`config.mk`:
```
export PLATFORM = sky130hd
export DESIGN_NAME = gf128_sqr_chain_ctrl_flat
export DESIGN_NICKNAME = d
export VERILOG_FILES = /design/src/rtl/gf128_sqr_chain_ctrl_if.sv /design/src/rtl/gf128_sqr_chain_ctrl.sv /design/src/flat_wrapper.sv
export SDC_FILE = /design/constraint.sdc
export NUM_CORES = 1
export LEC_CHECK = 0
export ABC_AREA = 1
export CORE_MARGIN = 1.5
export CORE_UTILIZATION = 25
export CTS_BUF_LIST = sky130_fd_sc_hd__clkbuf_16
export DETAILED_ROUTE_END_ITERATION = 8
export GPL_TIMING_DRIVEN = 0
export RECOVER_POWER = 100
export SYNTH_ARGS = -nofsm -noshare
export SYNTH_HDL_FRONTEND = slang
export SYNTH_SLANG_ARGS = --single-unit
```
`constraint.sdc`:
```
create_clock -name clk -period 3.3 [get_ports clk]
set_input_delay 0.495 -clock clk [delete_from_list [all_inputs] [get_ports clk]]
set_output_delay 0.495 -clock clk [all_outputs]
set_load 0.005 [all_outputs]
```
`src/rtl/gf128_sqr_chain_ctrl_if.sv`:
```
// Request/response bundle for the GF(2^128) repeated-squaring chain.
// The abort signal exists only when SQR_CHAIN_ABORT_EN is defined.
interface gf128_sqr_chain_ctrl_if #(
    parameter int CNT_W = 8
);
    logic             start;
    logic [127:0]     operand;
    logic [CNT_W-1:0] count;
    logic             busy;
    logic             done;
    logic [127:0]     result;
`ifdef SQR_CHAIN_ABORT_EN
    logic             abort;

    modport master (output start, operand, count, abort, input busy, done, result);
    modport slave  (input start, operand, count, abort, output busy, done, result);
`else
    modport master (output start, operand, count, input busy, done, result);
    modport slave  (input start, operand, count, output busy, done, result);
`endif
endinterface

```
`src/rtl/gf128_sqr_chain_ctrl.sv`:
```
// Repeated squaring a^(2^k) in GF(2^128) mod x^128+x^7+x^2+x+1, one squaring per cycle.
// Optional SQR_CHAIN_ABORT_EN adds an abort input that cancels a running chain.
module gf128_sqr_chain_ctrl #(
    parameter int CNT_W = 8
) (
    input  logic                  clk,
    input  logic                  rst_n,
    gf128_sqr_chain_ctrl_if.slave bus
);

    typedef enum logic {IDLE, RUN} state_e;

    state_e           state_q, state_d;
    logic [127:0]     w_q, w_d;
    logic [CNT_W-1:0] cnt_q, cnt_d;
    logic [127:0]     result_q, result_d;
    logic             done_q, done_d;
    logic [127:0]     sqr_w;
    logic             abort_req;

    // Squaring over GF(2) is carry-free: bit i moves to bit 2i.
    function automatic logic [255:0] sqr(input logic [127:0] a);
        logic [255:0] p;
        p = '0;
        for (int i = 0; i < 128; i++) p[2*i] = a[i];
        return p;
    endfunction

    function automatic logic [127:0] reduce(input logic [255:0] p);
        logic [127:0] h;
        logic [134:0] t;
        logic [6:0]   g;
        h = p[255:128];
        t = {7'b0, p[127:0]} ^ {7'b0, h} ^ {6'b0, h, 1'b0} ^ {5'b0, h, 2'b0} ^ {h, 7'b0};
        g = t[134:128];
        return t[127:0] ^ {121'b0, g} ^ {120'b0, g, 1'b0} ^ {119'b0, g, 2'b0} ^ {114'b0, g, 7'b0};
    endfunction

    assign sqr_w = reduce(sqr(w_q));

`ifdef SQR_CHAIN_ABORT_EN
    assign abort_req = bus.abort;
`else
    assign abort_req = 1'b0;
`endif

    // NOTE: sequential state uses non-blocking assignments so every flop samples pre-edge values.
    always_ff @(posedge clk or negedge rst_n) begin
        if (!rst_n) begin
            state_q  <= IDLE;
            w_q      <= '0;
            cnt_q    <= '0;
            result_q <= '0;
            done_q   <= 1'b0;
        end else begin
            state_q  <= state_d;
            w_q      <= w_d;
            cnt_q    <= cnt_d;
            result_q <= result_d;
            done_q   <= done_d;
        end
    end

    // NOTE: every signal gets a hold default before the case so no path infers a latch.
    always_comb begin
        state_d  = state_q;
        w_d      = w_q;
        cnt_d    = cnt_q;
        result_d = result_q;
        done_d   = 1'b0;
        case (state_q)
            IDLE: begin
                if (bus.start) begin
                    if (bus.count == '0) begin
                        result_d = bus.operand;
                        done_d   = 1'b1;
                    end else begin
                        w_d     = bus.operand;
                        cnt_d   = bus.count;
                        state_d = RUN;
                    end
                end
            end
            RUN: begin
                // Abort takes priority over completion and leaves result untouched.
                if (abort_req) begin
                    state_d = IDLE;
                end else begin
                    w_d   = sqr_w;
                    cnt_d = cnt_q - CNT_W'(1);
                    if (cnt_q == CNT_W'(1)) begin
                        result_d = sqr_w;
                        done_d   = 1'b1;
                        state_d  = IDLE;
                    end
                end
            end
            default: state_d = IDLE;
        endcase
    end

    always_comb begin
        bus.busy   = (state_q == RUN);
        bus.done   = done_q;
        bus.result = result_q;
    end

endmodule

```
`src/flat_wrapper.sv`:
```
// flat-port wrapper written by rule: the top's interface ports become plain ports
module gf128_sqr_chain_ctrl_flat 
#(
    parameter int CNT_W = 8
)
  (clk, rst_n, bus_start, bus_operand, bus_count, bus_busy, bus_done, bus_result);
  gf128_sqr_chain_ctrl_if #(.CNT_W(CNT_W)) bus_i ();
  input  logic clk;
  input  logic rst_n;
  input wire logic [$bits(bus_i.start)-1:0] bus_start;
  input wire logic [$bits(bus_i.operand)-1:0] bus_operand;
  input wire logic [$bits(bus_i.count)-1:0] bus_count;
  output wire logic [$bits(bus_i.busy)-1:0] bus_busy;
  output wire logic [$bits(bus_i.done)-1:0] bus_done;
  output wire logic [$bits(bus_i.result)-1:0] bus_result;
  assign bus_i.start = bus_start;
  assign bus_i.operand = bus_operand;
  assign bus_i.count = bus_count;
  assign bus_busy = bus_i.busy;
  assign bus_done = bus_i.done;
  assign bus_result = bus_i.result;
  gf128_sqr_chain_ctrl #(.CNT_W(CNT_W)) u_core (.clk(clk), .rst_n(rst_n), .bus(bus_i));
endmodule
```
# --- Yosys cells after proc, flatten, opt, wreduce, memory -nomap -nowiden ---
# Index checks and enable logic that the tools add are counted.
word_totals:
  register_bits: 266
  latch_bits: 0
  mem_bits_rw: 0
  romBits: 0
  n_memories: 0
classes:
  n_addsub: 1
  multipliers: 0
  div_mod_pow: 0
  order_cmp: 0
  eq_ne: 5
  shift: 0
  n_mux: 18
  bitwise_logic: 9
  n_reduce_logical: 3
ops:
  columns: ["cell", "count"]
  rows:
  - ["128-bit two-way mux", 5]
  - ["128-bit case mux with 2 select lines", 2]
  - ["135-bit by 128-bit bitwise XOR with 135-bit output", 1]
  - ["135-bit by 129-bit bitwise XOR with 135-bit output", 1]
  - ["135-bit by 134-bit bitwise XOR with 135-bit output", 1]
  - ["128-bit by 14-bit bitwise XOR with 128-bit output", 1]
  - ["128-bit by 7-bit bitwise XOR with 128-bit output", 1]
  - ["128-bit by 8-bit bitwise XOR with 128-bit output", 1]
  - ["128-bit by 9-bit bitwise XOR with 128-bit output", 1]
  - ["127-bit bitwise XOR", 1]
  - ["8-bit two-way mux", 2]
  - ["8-bit case mux with 2 select lines", 1]
  - ["8-bit by 1-bit == test with 1-bit output (second input constant)", 1]
  - ["8-bit zero test", 1]
  - ["8-bit by 1-bit subtractor with 8-bit output (second input constant)", 1]
  - ["1-bit two-way mux", 6]
  - ["2-bit inequality test (second input constant)", 3]
  - ["1-bit case mux with 2 select lines", 2]
  - ["3-bit AND reduction", 1]
  - ["2-bit by 1-bit inequality test with 1-bit output (second input constant)", 1]
  - ["2-bit AND reduction", 1]
  - ["1-bit NOT", 1]

# --- Depth between registers and ports, before layout ---
logic_depth:
  word_depth: 10
  ltp_mapped: 10

# --- Worst setup path after synthesis ---
# No wires, ideal clock.
synth_path:
  path_kind: "input port to flip-flop"
  start: "input bus_count[5]"
  end: "register u_core.cnt_q[3]"
  setup_ns: 0.123
  t_arrival_ns: 1.355
  t_required_ns: 3.177
  setup_slack_ns: 1.822
  stages: 10
  path_cell_list: "nor2_1 > nand2_1 > nor2_1 > nand2_1 > nand2_2 > inv_4 > buf_4 > buf_4 > nand2_1 > nand2_1"
synth_between:
  elab_chain_len: 3
synth_rtl:
  columns: ["element", "line", "source"]
  rows:
  - ["from (decl)", "flat_wrapper.sv:12", "input wire logic [$bits(bus_i.count)-1:0] bus_count;"]
  - ["8-bit zero test", "gf128_sqr_chain_ctrl.sv:74", "if (bus.count == '0) begin"]
  - ["2-bit inequality test (no source line)", null, null]
  - ["2-bit AND reduction (no source line)", null, null]
  - ["to (signal assigned)", "gf128_sqr_chain_ctrl.sv:58", "cnt_q <= cnt_d;"]
  - ["to (decl)", "gf128_sqr_chain_ctrl.sv:15", "logic [CNT_W-1:0] cnt_q, cnt_d;"]
# Every way passes these cells.
# A chain may end at the register's enable or synchronous reset.

# --- Worst setup path after layout ---
layout_path:
  start: "register u_core.state_q, in the netlist u_core.bus.busy"
  end: "register u_core.result_q[72], in the netlist u_core.bus.result[72]"
layout_between:
  elab_chain_len: 3
layout_rtl:
  columns: ["element", "line", "source"]
  rows:
  - ["from (decl)", "gf128_sqr_chain_ctrl.sv:13", "state_e state_q, state_d;"]
  - ["from (signal assigned)", "gf128_sqr_chain_ctrl.sv:56", "state_q <= state_d;"]
  - ["1-bit NOT", null, null]
  - ["2-bit by 1-bit inequality test with 1-bit output (no source line) / 2-bit inequality test (equally long branches)", null, null]
  - ["3-bit AND reduction (no source line)", null, null]
  - ["to (signal assigned)", "gf128_sqr_chain_ctrl.sv:59", "result_q <= result_d;"]
  - ["to (decl)", "gf128_sqr_chain_ctrl.sv:16", "logic [127:0] result_q, result_d;"]
# Several ways; a longest one is shown, not always the timed one.

==> results.md <==
- Initial core utilization: between 20% and 30%
- Final clock skew: 0.0154 ns
- Yosys reg bits: between 200 and 300
- Global route overflow: 0
- Clk_lat worst skew: approximately 0.59 ns
- DP Worst Slack: about 0.8 ns
- Die height: 240 µm
- Clk sinks: roughly 270
- Status: finished, violations left
- PD cells: around 1100 nW/µm²
- Top cell by count, worst path: nand2_1
- Startpoint types: flop
- Clock Path Buffers: 3
- Drt first pass iters: 7
- Asr flop ratio synth: 100%
- Final Max Tran Viols: 0
- Std cell rows: 86
- Critical Path End Type: flop
- Slew HR: 31.6%
- Min Tclk post-route: around 2.7 ns
- Hold crit path type: in2async
- Crit path DAT: roughly 3.2 ns
- Number of setup violations in the final report: 0
- Yosys top cell area share: 47.5%
- CTS H-tree lvls: 1
- Synth area leader: dfrtp_1
- CP cell instances: clkbuf_1 > clkinv_1 > buf_6 > clkbuf_1 > buf_2 > nand2_1 > o21ai_0 > nand2_1 > nand2_1
- Post-CTS setup buffer count: 0
- Global-route wire length before repair: between 80 and 90 mm
- WL per Instance: ~20 µm
- Root buf cell: clkbuf_16
- Via density per instance: 4.51
- Yosys warning total: 0
- Area grow syn2layout: 32.2%
- Final HPWL DP: between 40 and 50 mm
- CTS tree: built
- Final nets: ~2,400
- Reg-to-Reg Start: u_core.bus.busy$_DFF_PN0_
- Non-Filler Instances: 2,997
- Max_cap viols: 0
- RSZ-0062 raised after global routing: false
- Failing checks: hold timing
- Die X: ~240 µm
- Die area: ~57,000 µm²
- Top Ports: 269
- Top cells by area, synth: dfrtp_1, nand2_1, o21ai_0
- Clock-pin slew on the worst setup and hold paths: 0.06 ns
- Synthesized instance count: slightly below 2,000
- 1st-iter DRT viols: 1,172
- Routed Antenna Nets: 0
- Initial antenna violation count: 1
- Cts hold-fix bufs: 0
- CTS resizes: 0
- Vias: ~14,000
- Layout cell share with drive strength beyond 1: around 6.0%
- Worst-margin pin slew: 1.03 ns
- Core ar.: ~55,000 µm²
- Sequential fraction of the synthesis area: ~47%
- PortBufs: ~270
- Worst Slack Setup Final: ~0.63 ns
- Routability congestion estimate: 0.926
- Hold Slack: -0.0128 ns
- Post-synth EDFFs: 0
- Pin count of the biggest net entering global routing: ~110
- Post-layout util: roughly 34%
- Dpl cells: 2,944
- Ys flop type: dfrtp_1
- Final wirelength: roughly 59 mm
- Critical-path top delay cell: clkbuf_1
- Mapped cell area: around 14,000 µm²
- GRT Total Usage: between 20% and 30%
- R2R Path End: u_core.bus.result[72]$_DFFE_PN0P_
- CP required: roughly 3.8 ns
- Distinct cells, synth: 23
- CP Max Fanout: 10
- F_max: roughly 0.37 GHz
- Reg2reg setup slack: roughly 0.63 ns
- WS Path Type: reg2reg
- FILL cells: 5,837
- Crit path largest cell delay: ~0.78 ns
- Remaining DRCs: 0
- R2r worst-path depth: 9
- Leak pwr: 9.01 nW
- Most frequent cell after synthesis: nand2_1
- Worst IR drop on VDD: ~0.39 mV
- Synth Area per Inst: between 7 and 8 µm²
- Synth cell count leaders: nand2_1, dfrtp_1, o21ai_0
- Tcrit/Tclk final: approximately four fifths
- Synth Net Count: ~2,100
- Vias in the first global route: between 10,000 and 15,000
- CTS buffer count: 29
- Hold Vio Cnt, Final: 5
how the worst max path moves through the flow:
stage | startpoint | to | slack, ns | cells past startpoint
floorplan | bus_count[5] | u_core.cnt_q[3]$_DFFE_PN0P_ | 1.82 | 10
finish | u_core.bus.busy$_DFF_PN0_ | u_core.bus.result[72]$_DFFE_PN0P_ | 0.63 | 9
CTS | u_core.bus.busy$_DFF_PN0_ | u_core.w_q[78]$_DFFE_PN0P_ | 1.07 | 9
global placement | rst_n | u_core.bus.result[30]$_DFFE_PN0P_ | -10.14 | 1
global route | u_core.bus.busy$_DFF_PN0_ | u_core.w_q[29]$_DFFE_PN0P_ | 0.56 | 9
detailed placement | bus_count[0] | u_core.w_q[0]$_DFFE_PN0P_ | 0.80 | 10
report_power, final:
part           switching, W  internal [W]
clock               0.00143       0.00166
combinational       0.00663       0.00408
sequential         0.000928       0.00502
total               0.00899        0.0108
critical path: cells and delay by family, from the launching register on:
family | cells | cell delay, ns
flip-flops | 1 | 0.38
buffers and inverters | 5 | 1.70
AND/OR/NAND/NOR | 3 | 0.35
AO/OA/AOI/OAI | 1 | 0.19
sequential cells by signal, indices dropped and copies added (netlist names):
name,flops
u_core.bus.result,128
u_core.w_q,128
u_core.cnt_q,8
u_core.bus.busy,1
u_core.bus.done,1
stage by stage:
step / setup TNS, ns / power [W] / instance area, µm²
6_report: 0 / 0.0197 / 18500
5_1_grt: 0 / 0.0214 / 18500
4_1_cts: 0 / 0.0202 / 18500
3_5_place_dp: 0 / 0.0170 / 17700
3_3_place_gp: -2689.04 / 0.0169 / 17600
2_1_floorplan: 0 / 0.0122 / 14000
metal layers:
| layer | vias up | global-route usage [%] | routed length, µm | share of wire, % |
|---|---|---|---|---|
| li1 | 6477 | - | - | - |
| met3 | 76 | 4.46 | 4790 | 8.1 |
| met4 | 2 | 5.79 | 1500 | 2.5 |
| met5 | - | 0 | 17 | 0.029 |
| met2 | 508 | 32.5 | 26500 | 45 |
| met1 | 6467 | 27.2 | 26200 | 44 |
cell families after synthesis:
logic type               count (synthesis)  synth area share (%)
XOR/XNOR                               100                  6.25
adder cells (fa/ha/maj)                  2                 0.179
flip-flops                             266                  47.5
buffers and inverters                  250                  8.70
AND/OR/NAND/NOR                       1091                  29.6
AO/OA/AOI/OAI                          217                  7.76
layout make-up:
cell class | instances | area (µm²) | area share, %
inverter | 101 | 382 | 2.06
clock inverter | 23 | 126 | 0.682
antenna | 1 | 2.50 | 0.0135
multi-input combinational | 1410 | 6140 | 33.1
sequential | 266 | 6660 | 35.9
buffer | 149 | 817 | 4.41
tap | 748 | 936 | 5.05
timing repair buffer | 270 | 2740 | 14.8
clock buffer | 29 | 726 | 3.92
cell usage in the layout, fill, tap and decap left out, types with 3 or more instances in the layout:
cell type	count
clkinv_2	7
clkbuf_1	64
nand3_1	26
o21ai_0	199
xnor2_1	69
clkdlybuf4s50_1	137
clkinv_1	8
buf_4	18
nand2_1	998
nor2_1	60
buf_2	50
clkbuf_16	29
inv_1	103
inv_2	3
buf_6	17
dlygate4sd3_1	130
a21oi_1	16
dfrtp_1	266
xor2_1	31
Note: power is estimated with default switching activity, not from simulation.
